**src/rtl/mem_access.sv**
```systemverilog
// mem_access: load/store access sequencer between execute and data memory.
// Turns one request into a single word-aligned memory transaction with
// byte-lane enables and lane-shifted store data, right-aligns load data,
// and reports misaligned / illegal-width requests without touching memory.
// Optional feature: define MEM_ACCESS_TIMEOUT_EN to abort an access that
// sees no mem_ready for 255 cycles (reported as done with err=1).
module mem_access #(
    parameter int F3_LEN = 3,
    parameter int N      = 32
) (
    input  logic              clk,
    input  logic              rst,
    input  logic              start,
    input  logic              is_store,
    input  logic [F3_LEN-1:0] funct3,
    input  logic [N-1:0]      addr,
    input  logic [N-1:0]      wdata,
    output logic              busy,
    output logic              done,
    output logic              err,
    output logic [N-1:0]      rdata,
    output logic              mem_req,
    output logic              mem_we,
    output logic [N-1:0]      mem_addr,
    output logic [N/8-1:0]    mem_be,
    output logic [N-1:0]      mem_wdata,
    input  logic              mem_ready,
    input  logic [N-1:0]      mem_rdata
);

    typedef enum logic [1:0] {
        IDLE   = 2'd0,
        ACCESS = 2'd1,
        RESP   = 2'd2,
        FAULT  = 2'd3
    } state_t;

    state_t           state_q, state_d;

    // Registered request fields, captured when a start is accepted.
    logic             we_q;
    logic [1:0]       off_q;
    logic [N-3:0]     waddr_q;
    logic [N/8-1:0]   be_q;
    logic [N-1:0]     wdata_q;
    logic [N-1:0]     rdata_q;

    // A fault spends two cycles in FAULT so that done/err land two cycles
    // after the start, matching the successful path's fastest response.
    logic             fault_phase_q;

    logic             accept;
    logic             illegal;
    logic             misaligned;
    logic [N/8-1:0]   be_d;
    logic             resp_err;

`ifdef MEM_ACCESS_TIMEOUT_EN
    logic [7:0]       cnt_q;
    logic             timeout_err_q;
    logic             timeout_hit;
`endif

    assign accept = (state_q == IDLE) && start;

    // Request decode: legality, alignment and byte-lane enables.
    always_comb begin
        // NOTE: every combinationally assigned signal gets a default first,
        // so no path through the case statement can infer a latch.
        illegal    = 1'b0;
        misaligned = 1'b0;
        be_d       = '1;
        if (is_store) begin
            illegal = funct3[2] || (funct3[1:0] == 2'b11);
        end else begin
            illegal = (funct3 == 3'b011) || (funct3 == 3'b110) || (funct3 == 3'b111);
        end
        case (funct3[1:0])
            2'b00: be_d = {{(N/8-1){1'b0}}, 1'b1} << addr[1:0];
            2'b01: begin
                be_d       = {{(N/8-2){1'b0}}, 2'b11} << addr[1:0];
                misaligned = addr[0];
            end
            2'b10: misaligned = (addr[1:0] != 2'b00);
            default: be_d = '1;
        endcase
    end

    // Request capture, fault phase and load-data capture.
    always_ff @(posedge clk or posedge rst) begin
        if (rst) begin
            we_q          <= 1'b0;
            off_q         <= 2'b00;
            waddr_q       <= '0;
            be_q          <= '0;
            wdata_q       <= '0;
            rdata_q       <= '0;
            fault_phase_q <= 1'b0;
        end else begin
            // NOTE: clocked state uses non-blocking assignments so every
            // register samples pre-edge values regardless of statement order.
            if (accept) begin
                we_q    <= is_store;
                off_q   <= addr[1:0];
                waddr_q <= addr[N-1:2];
                be_q    <= be_d;
                wdata_q <= wdata << {addr[1:0], 3'b000};
            end
            if ((state_q == ACCESS) && mem_ready && !we_q) begin
                rdata_q <= mem_rdata >> {off_q, 3'b000};
            end
            fault_phase_q <= (state_q == FAULT) && !fault_phase_q;
        end
    end

`ifdef MEM_ACCESS_TIMEOUT_EN
    // The access gives up once the 255th ready-less ACCESS cycle completes.
    assign timeout_hit = (cnt_q == 8'd254) && !mem_ready;

    // Timeout counter: cleared on entry to ACCESS, counts stalled cycles.
    always_ff @(posedge clk or posedge rst) begin
        if (rst) begin
            cnt_q         <= 8'd0;
            timeout_err_q <= 1'b0;
        end else begin
            if (accept) begin
                cnt_q <= 8'd0;
            end else if ((state_q == ACCESS) && !mem_ready) begin
                cnt_q <= cnt_q + 8'd1;
            end
            if (state_q == ACCESS) begin
                timeout_err_q <= timeout_hit;
            end
        end
    end

    assign resp_err = timeout_err_q;
`else
    assign resp_err = 1'b0;
`endif

    // State register.
    always_ff @(posedge clk or posedge rst) begin
        if (rst) begin
            state_q <= IDLE;
        end else begin
            state_q <= state_d;
        end
    end

    // Next-state logic.
    always_comb begin
        state_d = state_q;
        case (state_q)
            IDLE: begin
                if (start) begin
                    state_d = (illegal || misaligned) ? FAULT : ACCESS;
                end
            end
            ACCESS: begin
                if (mem_ready) begin
                    state_d = RESP;
                end
`ifdef MEM_ACCESS_TIMEOUT_EN
                else if (timeout_hit) begin
                    state_d = RESP;
                end
`endif
            end
            RESP:    state_d = IDLE;
            FAULT:   state_d = fault_phase_q ? IDLE : FAULT;
            default: state_d = IDLE;
        endcase
    end

    // Outputs, decoded from registered state only.
    always_comb begin
        busy      = (state_q != IDLE);
        mem_req   = (state_q == ACCESS);
        mem_we    = (state_q == ACCESS) && we_q;
        mem_addr  = {waddr_q, 2'b00};
        mem_be    = be_q;
        mem_wdata = wdata_q;
        rdata     = rdata_q;
        done      = (state_q == RESP) || ((state_q == FAULT) && fault_phase_q);
        err       = ((state_q == RESP) && resp_err) || ((state_q == FAULT) && fault_phase_q);
    end

endmodule

```
**config.mk**
```make
export PLATFORM = sky130hd
export DESIGN_NAME = mem_access
export DESIGN_NICKNAME = d
export VERILOG_FILES = /design/src/rtl/mem_access.sv
export SDC_FILE = /design/constraint.sdc
export NUM_CORES = 1
export LEC_CHECK = 0
export BUFFER_PORTS_ARGS = -buffer_cell sky130_fd_sc_hd__buf_2
export CAP_MARGIN = 25
export CORE_ASPECT_RATIO = 1.2
export CORE_MARGIN = 5
export CORE_UTILIZATION = 35
export DETAILED_ROUTE_END_ITERATION = 8
export HOLD_SLACK_MARGIN = 0.03
export SKIP_LAST_GASP = 1
export SYNTH_ARGS = -nofsm -noshare
export SYNTH_HDL_FRONTEND = slang
export SYNTH_SLANG_ARGS = --single-unit
```
**constraint.sdc**
```tcl
create_clock -name clk -period 5.7 [get_ports clk]
set_input_delay 1.425 -clock clk [delete_from_list [all_inputs] [get_ports clk]]
set_output_delay 1.425 -clock clk [all_outputs]
set_load 0.05 [all_outputs]
```
# Word level (Yosys, flattened, before mapping)
# Cells that the tools add are included.
[word_totals]
reg_bits = 104
input_bits = 104
out_inout_bits = 105
word_cells = 49
[classes]
n_eq_ne = 11
n_shift = 4
muxes = 8
reduce_logical = 18
[ops]
columns = ["cell", "n"]
rows = [
  ["32-bit by 5-bit << shifter with 32-bit output", 1],
  ["32-bit by 5-bit right shift with 32-bit output", 1],
  ["2-bit == test, second input constant", 4],
  ["2-bit 2-to-1 mux", 4],
  ["2-bit case mux with 4 select lines", 1],
  ["4-bit case mux with 2 select lines", 1],
  ["3-bit == test, second input constant", 2],
  ["1-bit logical AND", 6],
  ["1-bit logical OR", 5],
  ["2-bit by 1-bit == test with 1-bit output, second input constant", 2],
  ["2-bit zero test", 2],
  ["2-bit nonzero test", 2],
  ["1-bit by 2-bit << shifter with 4-bit output, first input constant", 1],
  ["2-bit by 2-bit << shifter with 4-bit output, first input constant", 1],
  ["3-bit by 2-bit == test with 1-bit output, second input constant", 1],
  ["1-bit zero test", 2],
  ["2-bit by 1-bit inequality test with 1-bit output, second input constant", 1],
  ["2-bit inequality test, second input constant", 1],
  ["1-bit case mux with 2 select lines", 1],
  ["2-bit AND reduction", 1],
  ["1-bit 2-to-1 mux", 1],
]

# Logic depth before layout (Yosys ltp)
# Gate-level depths: netlist of run 1.
[depth]
ltp_word = 8
ltp_mapped = 6
mapped_depth_nobuf = 5

# Least setup slack after synthesis of run 1
# OpenSTA, ideal clock, no wires.
[synth_timing]
path_type = "register to output"
startpoint = "register state_q[1]"
endpoint = "output port mem_we"
t_arrival_ps = 1717
required_time_ps = 4275
path_slack_ps = 2558
stages_incl_launch_ff = 3
path_buffers = 0
path_cell_list = "dfrtp_1 nor2b_1 and2_1"
[synth_via]
elab_chain_cells = 2
[synth_lines]
columns = ["item", "line_no", "text"]
rows = [
  ["from (decl)", "38", "state_t state_q, state_d;"],
  ["from (signal assigned)", "147", "state_q <= state_d;"],
  ["2-bit by 1-bit == test with 1-bit output", "-", ""],
  ["via mem_req", "22", "output logic mem_req,"],
  ["1-bit logical AND", "180", "mem_we = (state_q == ACCESS) && we_q;"],
  ["to (decl)", "23", "output logic mem_we,"],
]
# The timed path passes the listed nets, and every way through them passes these cells.

# Worst setup path in the final report of run 1
[layout_timing]
startpoint = "input port start"
endpoint = "register wdata_q[24], in the netlist mem_wdata[24]"
[layout_via]
elab_chain_cells = 1
[layout_lines]
columns = ["item", "line_no", "text"]
rows = [
  ["from (decl)", "13", "input logic start,"],
  ["1-bit logical AND", "64", "assign accept = (state_q == IDLE) && start;"],
  ["to (signal assigned)", "107", "wdata_q <= wdata << {addr[1:0], 3'b000};"],
  ["to (decl)", "45", "logic [N-1:0] wdata_q;"],
]
# No other way between the ends.
# A chain may end at the register's enable or synchronous reset.

==> flow_metrics.py, run 1 <==
metrics = {
    "route": {
        "ant_nets": 0,
        "drt_first_pass_iters": 4,
        "first_iter_violations": 197,
        "vias": 3927,
        "drc_errors": 0,
        "routed_via_density": 4.92,
        "wl_per_cell_um": 17.6,
        "drt-total-wl_mm": 14.0,
    },
    "final_layout": {
        "register_area_mm2": 0.00260,
        "layout-drive-gt1-share_pct": 45.3,
        "antenna_cells": 0,
        "multiInputGateArea_mm2": 0.00231,
        "fin_cells": 798,
        "syn_to_final_growth_pct": 27.9,
        "nFillCells": 1350,
        "finalNetCount": 726,
    },
    "setup_path": {
        "path_class": "in -> reg",
        "worst-path-max-fanout": 66,
        "reg2reg_from": "state_q[1]$_DFFE_PP0P_",
        "r2r-end": "mem_wdata[24]$_DFFE_PP0P_",
        "crit_path_end_kind": "flop",
        "critPathLaunchType": "input port",
        "r2r_slack_ns": 3.41,
        "cp.arrival_ns": 3.32,
        "reg2regPathDepth": 3,
        "cp_data_required_time_ns": 5.92,
    },
    "clocking": {
        "htreeDepth": 3,
        "clock_path_buffers": 2,
        "numCtsBuffers": 9,
        "post_cts_resized": 0,
        "cts_root_buf": "clkbuf_16",
        "cts_hold_buffers": 0,
        "cts_tree": "yes",
        "clock_latency_ns": 0.34,
        "path_clk_slew_ns": 0.07,
        "clock_sinks": 104,
        "postCtsSetupBuffers": 0,
    },
    "timing": {
        "rsz0062_at_grt": "no",
        "fmax_mhz": 323,
        "skew_ns": 0.00451,
        "timing.hold.ws_ns": 0.477,
        "maxSlewViolCount": 0,
        "setup_viol": 0,
        "worst_pin_slew_ns": 1.00,
        "period_needed_ns": 3.10,
        "post-route-period-util_pct": 54.4,
        "hold_viol": 0,
        "slew_headroom_pct": 33.3,
        "setup_tns_ns": 0,
    },
    "hold_path": {
        "whs_path_depth": 2,
        "hold_end": "rdata[25]$_DFFE_PP0P_",
        "hp-start": "rdata[25]$_DFFE_PP0P_",
        "hp-class": "reg -> reg",
    },
    "place": {
        "gp_congestion": 0.814,
        "dp_cells": 781,
        "portBuffers": 206,
        "dpl.hpwl_mm": 10.7,
    },
    "yosys": {
        "yosysSeqAreaShare_pct": 50.8,
        "synth_seq_cells": 104,
        "synth_area_leader_cell": "dfrtp_1",
        "syn_avg_cell_area_um2": 11.9,
        "yosys-top-cells-area": "dfrtp_1 (51%), mux2i_1 (13%), mux2_4 (12%), nand2_1 (5.2%), o21ai_0 (3.8%)",
        "syn-cell-area_mm2": 0.00512,
        "netlist_instances": 429,
        "synth_top_area_share_pct": 50.8,
        "netlist-cell-type-count": 31,
        "yosysWarnings": 0,
    },
    "floorplan": {
        "fp-row-count": 48,
        "design.die.area_mm2": 0.0172,
        "ios": 209,
        "dieHeight_um": 143,
        "die_w_um": 120,
        "initial_utilization_pct": 35.7,
        "coreArea_mm2": 0.0144,
    },
    "flow_run": {
        "maxCapViolCount": 0,
    },
    "pwr": {
        "powerDensity_mw_per_mm2": 688,
        "p_leak_nw": 3.49,
        "max-vdd-ir-drop_mv": 0.370,
    },
    "run_status": {
        "outcome": "finished, final reports clean",
    },
    "grt": {
        "grt_overflow": 0,
        "antenna_found_initial": 2,
        "grt_pass1_wl_mm": 22.3,
        "grt_use_total_pct": 16.2,
        "grt_pass1_vias": 4260,
        "grt_max_degree": 67,
    },
}
## cells in the mapped netlist, drive strengths merged
cell       n
buf       23
mux2      49
dfrtp    104
or2        1
and3b      1
a2bb2oi   15
clkbuf    11
inv        4
ha         4
nor3       1
nand2     71
o21ai     39
a21boi     1
nor2       9
and2       1
mux2i     64
o21a       1
nand4bb    1
or3b       1
nor2b      5
o211ai     1
conb       1
a21bo      1
nand2b     1
a32oi      1
o22a       2
o31ai     16
## cell type report
class | instances | share of cell area (%)
repair buffers | 211 | 16.6
well taps | 175 | 3.34
clock inverters | 5 | 0.955
flip-flops and latches | 104 | 39.7
inverters | 4 | 0.267
clock buffers | 11 | 3.86
multi-input cells | 288 | 35.2
## per-layer routing
metal / vias to the layer above / global-route usage (%) / wire, µm
met5: - / 0 / 18
met4: 4 / 4.59 / 187
met3: 17 / 5.29 / 1140
met2: 145 / 27.8 / 6910
met1: 1888 / 19.6 / 5770
li1: 1873 / - / -
## through the flow
step	worst slack, ns	instance area [µm²]	power, mW	util [%]
2_1_floorplan	1.54	5120	3.31	-
3_3_place_gp	2.27	6210	3.84	43.3
3_5_place_dp	2.23	6210	3.88	43.3
4_1_cts	2.61	6520	4.54	45.4
5_1_grt	2.47	6550	4.75	45.6
6_report	2.60	6550	4.50	45.6
## how the worst max path moves through the flow
stage               start                         to  slack (ns)  cells past startpoint
floorplan             rst    fault_phase_q$_DFF_PP0_        1.54                      1
global placement    start  mem_wdata[24]$_DFFE_PP0P_        2.27                      4
detailed placement  start     waddr_q[1]$_DFFE_PP0P_        2.23                      4
CTS                 start  mem_wdata[28]$_DFFE_PP0P_        2.61                      4
global route        start  mem_wdata[24]$_DFFE_PP0P_        2.47                      4
finish              start  mem_wdata[24]$_DFFE_PP0P_        2.60                      4
## cell usage in the layout, fill, tap and decap left out, types with 9 or more instances in the layout
master | Yosys | routed
a2bb2oi_1 | 15 | 15
buf_2 | 9 | 206
clkbuf_16 | 0 | 9
dfrtp_1 | 104 | 104
mux2_4 | 41 | 41
mux2i_1 | 64 | 64
nand2_1 | 71 | 71
nor2_1 | 9 | 9
o21ai_0 | 39 | 39
o31ai_1 | 16 | 16
## registers in the layout, summed over array words and instances (netlist names)
name	count
fault_phase_q	1
mem_be	4
mem_wdata	32
off_q	2
rdata	32
state_q	2
waddr_q	30
we_q	1
## kinds of logic (layout without fill, tap and decap cells)
family                     Yosys count  in the layout  share of synthesized area, %
other                                1              2                        0.0732
DFF                                104            104                          50.8
muxes                              113            113                          26.3
buffers and inverters               38            231                          4.32
and+or+nand+nor                     92             92                          7.50
AOI/OAI and AO/OA                   77             77                          10.0
adders and majority gates            4              4                         0.977
## power breakdown
part | internal, mW | switching, mW
clock network | 0.368 | 0.277
logic | 0.771 | 1.80
registers | 1.08 | 0.204
## worst max-delay path: stages
cell,delay (ns)
buf_2,0.10
or3b_4,0.86
buf_4,0.53
mux2_4,0.34
Power figures use the tool's default switching activity.
==> inputs of run 2 (changes only) <==
clock period = 2.8 ns   (was 5.7 ns; I/O delays follow)
==> run 2 against run 1 <==
  * Sequential power is 110% higher
  * Sequential share of layout area decreased by 0.42 points
  * Critical path depth fell by 1
  * Global-route usage rose by 0.18 points
==> flow_metrics.py, run 2 (synthesized netlist as in run 1, its figures left out) <==
metrics = {
    "timing": {
        "hold_viol": 0,
        "timing.hold.ws_ns": 0.474,
        "post-route-period-util_pct": 77.1,
        "slew_headroom_pct": 43.7,
        "rsz0062_at_grt": "no",
        "period_needed_ns": 2.16,
        "skew_ns": 0.00618,
        "fmax_mhz": 463,
        "worst_pin_slew_ns": 0.844,
        "setup_viol": 0,
        "setup_tns_ns": 0,
        "maxSlewViolCount": 0,
    },
    "place": {
        "gp_congestion": 0.841,
        "portBuffers": 206,
        "dpl.hpwl_mm": 11.1,
    },
    "route": {
        "vias": 3957,
        "wl_per_cell_um": 17.5,
        "first_iter_violations": 185,
        "drc_errors": 0,
        "ant_nets": 0,
        "drt-total-wl_mm": 14.1,
        "drt_first_pass_iters": 4,
        "routed_via_density": 4.91,
    },
    "setup_path": {
        "path_class": "reg -> out",
        "r2r_slack_ns": 0.80,
        "critPathLaunchType": "flop",
        "reg2reg_from": "state_q[1]$_DFFE_PP0P_",
        "cp_data_required_time_ns": 2.10,
        "crit_path_top_delay_cell": "dfrtp_1",
        "r2r-end": "rdata[27]$_DFFE_PP0P_",
        "path_buf_inv": 1,
        "crit_path_end_kind": "primary output",
        "slowest_delay_ns": 0.45,
        "reg2regPathDepth": 4,
        "crit_path_start": "state_q[0]$_DFFE_PP0P_",
        "worstPathCellList": "nor2b_1 > and2_1 > buf_2",
        "cp.arrival_ns": 1.46,
        "cp_top_family": "flip-flops",
        "worst-path-max-fanout": 7,
    },
    "grt": {
        "grt_pass1_wl_mm": 22.6,
        "grt_use_total_pct": 16.4,
        "grt_max_degree": 44,
        "grt_pass1_vias": 4250,
        "grt_overflow": 0,
        "antenna_found_initial": 2,
    },
    "floorplan": {
        "fp-row-count": 48,
        "initial_utilization_pct": 35.7,
        "die_w_um": 120,
        "coreArea_mm2": 0.0144,
        "ios": 209,
        "dieHeight_um": 143,
        "design.die.area_mm2": 0.0172,
    },
    "run_status": {
        "outcome": "finished, final reports clean",
    },
    "final_layout": {
        "antenna_cells": 0,
        "finalNetCount": 734,
        "syn_to_final_growth_pct": 29.3,
        "multiInputGateArea_mm2": 0.00231,
        "postLayoutCoreUtil_pct": 46.1,
        "layout-drive-gt1-share_pct": 46.0,
        "final_cell_mix": "buf_2 (206), dfrtp_1 (104), nand2_1 (71)",
        "register_area_mm2": 0.00260,
        "nFillCells": 1352,
        "layout_commonest_cell": "buf_2",
    },
    "hold_path": {
        "hp-class": "reg -> reg",
        "whs_path_depth": 2,
        "hold_end": "mem_be[1]$_DFFE_PP0P_",
        "hp-start": "mem_be[1]$_DFFE_PP0P_",
    },
    "clocking": {
        "numCtsBuffers": 9,
        "htreeDepth": 3,
        "path_clk_slew_ns": 0.07,
        "cts_root_buf": "clkbuf_16",
        "cts_tree": "yes",
        "clock_sinks": 104,
        "clock_latency_ns": 0.34,
        "clock_path_buffers": 2,
        "cts_hold_buffers": 0,
        "postCtsSetupBuffers": 0,
        "post_cts_resized": 0,
    },
    "pwr": {
        "powerDensity_mw_per_mm2": 1390,
        "max-vdd-ir-drop_mv": 0.587,
        "p_leak_nw": 3.53,
    },
    "flow_run": {
        "maxCapViolCount": 0,
    },
}
[run 2: cell types whose count changed in the layout (fill, tap and decap cells not counted)]
| cell | before | now |
|---|---|---|
| buf_12 | 0 | 3 |
| buf_16 | 1 | 0 |
| buf_4 | 4 | 10 |
| clkbuf_8 | 2 | 1 |
| clkinv_2 | 0 | 1 |
| clkinv_4 | 0 | 1 |
| clkinvlp_4 | 2 | 3 |
| inv_4 | 1 | 0 |
| inv_6 | 2 | 1 |
[run 2: metal layers]
metal	track usage (%)	wire length (µm)	vias up
met1	19.8	5730	1902
met5	0	29	-
met4	3.10	107	4
met3	5.41	1160	12
met2	28.8	7100	152
li1	-	-	1887
[run 2: worst max path at each step]
stage | endpoint | slack [ns] | cells past startpoint
after detailed placement | mem_wdata[22]$_DFFE_PP0P_ | 0.56 | 5
after CTS | mem_we | 0.63 | 3
after global placement | mem_wdata[22]$_DFFE_PP0P_ | 0.60 | 5
final | mem_we | 0.64 | 3
after floorplan | mem_we | 0.38 | 2
after global routing | mem_we | 0.54 | 3
[run 2: stage by stage]
stage | std cells | instance area, µm² | worst slack, ns | power (mW)
floorplan | 430 | 5130 | 0.383 | 6.74
global placement | 790 | 6310 | 0.595 | 7.87
detailed placement | 790 | 6310 | 0.561 | 7.96
CTS | 806 | 6620 | 0.628 | 9.27
global route | 806 | 6620 | 0.544 | 9.65
finish | 806 | 6620 | 0.641 | 9.17
[run 2: area by class of cell]
| class | count | share of cell area [%] |
|---|---|---|
| multi-input cells | 288 | 34.9 |
| clock buffers | 10 | 3.61 |
| well taps | 175 | 3.31 |
| repair buffers | 219 | 17.6 |
| clock inverters | 6 | 1.02 |
| flip-flops and latches | 104 | 39.3 |
| inverters | 4 | 0.283 |
[run 2: where the power goes]
group | leakage [nW] | switching (mW) | internal [mW]
Combinational | 2.09 | 3.65 | 1.58
Clock | 0.145 | 0.567 | 0.722
Sequential | 1.29 | 0.457 | 2.20
[run 2: tightest hold or removal path, delay by kind of cell, from the launching register on]
kind,cells,cell delay [ns]
and+or+nand+nor,1,0.04
AOI/OAI and AO/OA,1,0.06
DFF,1,0.34
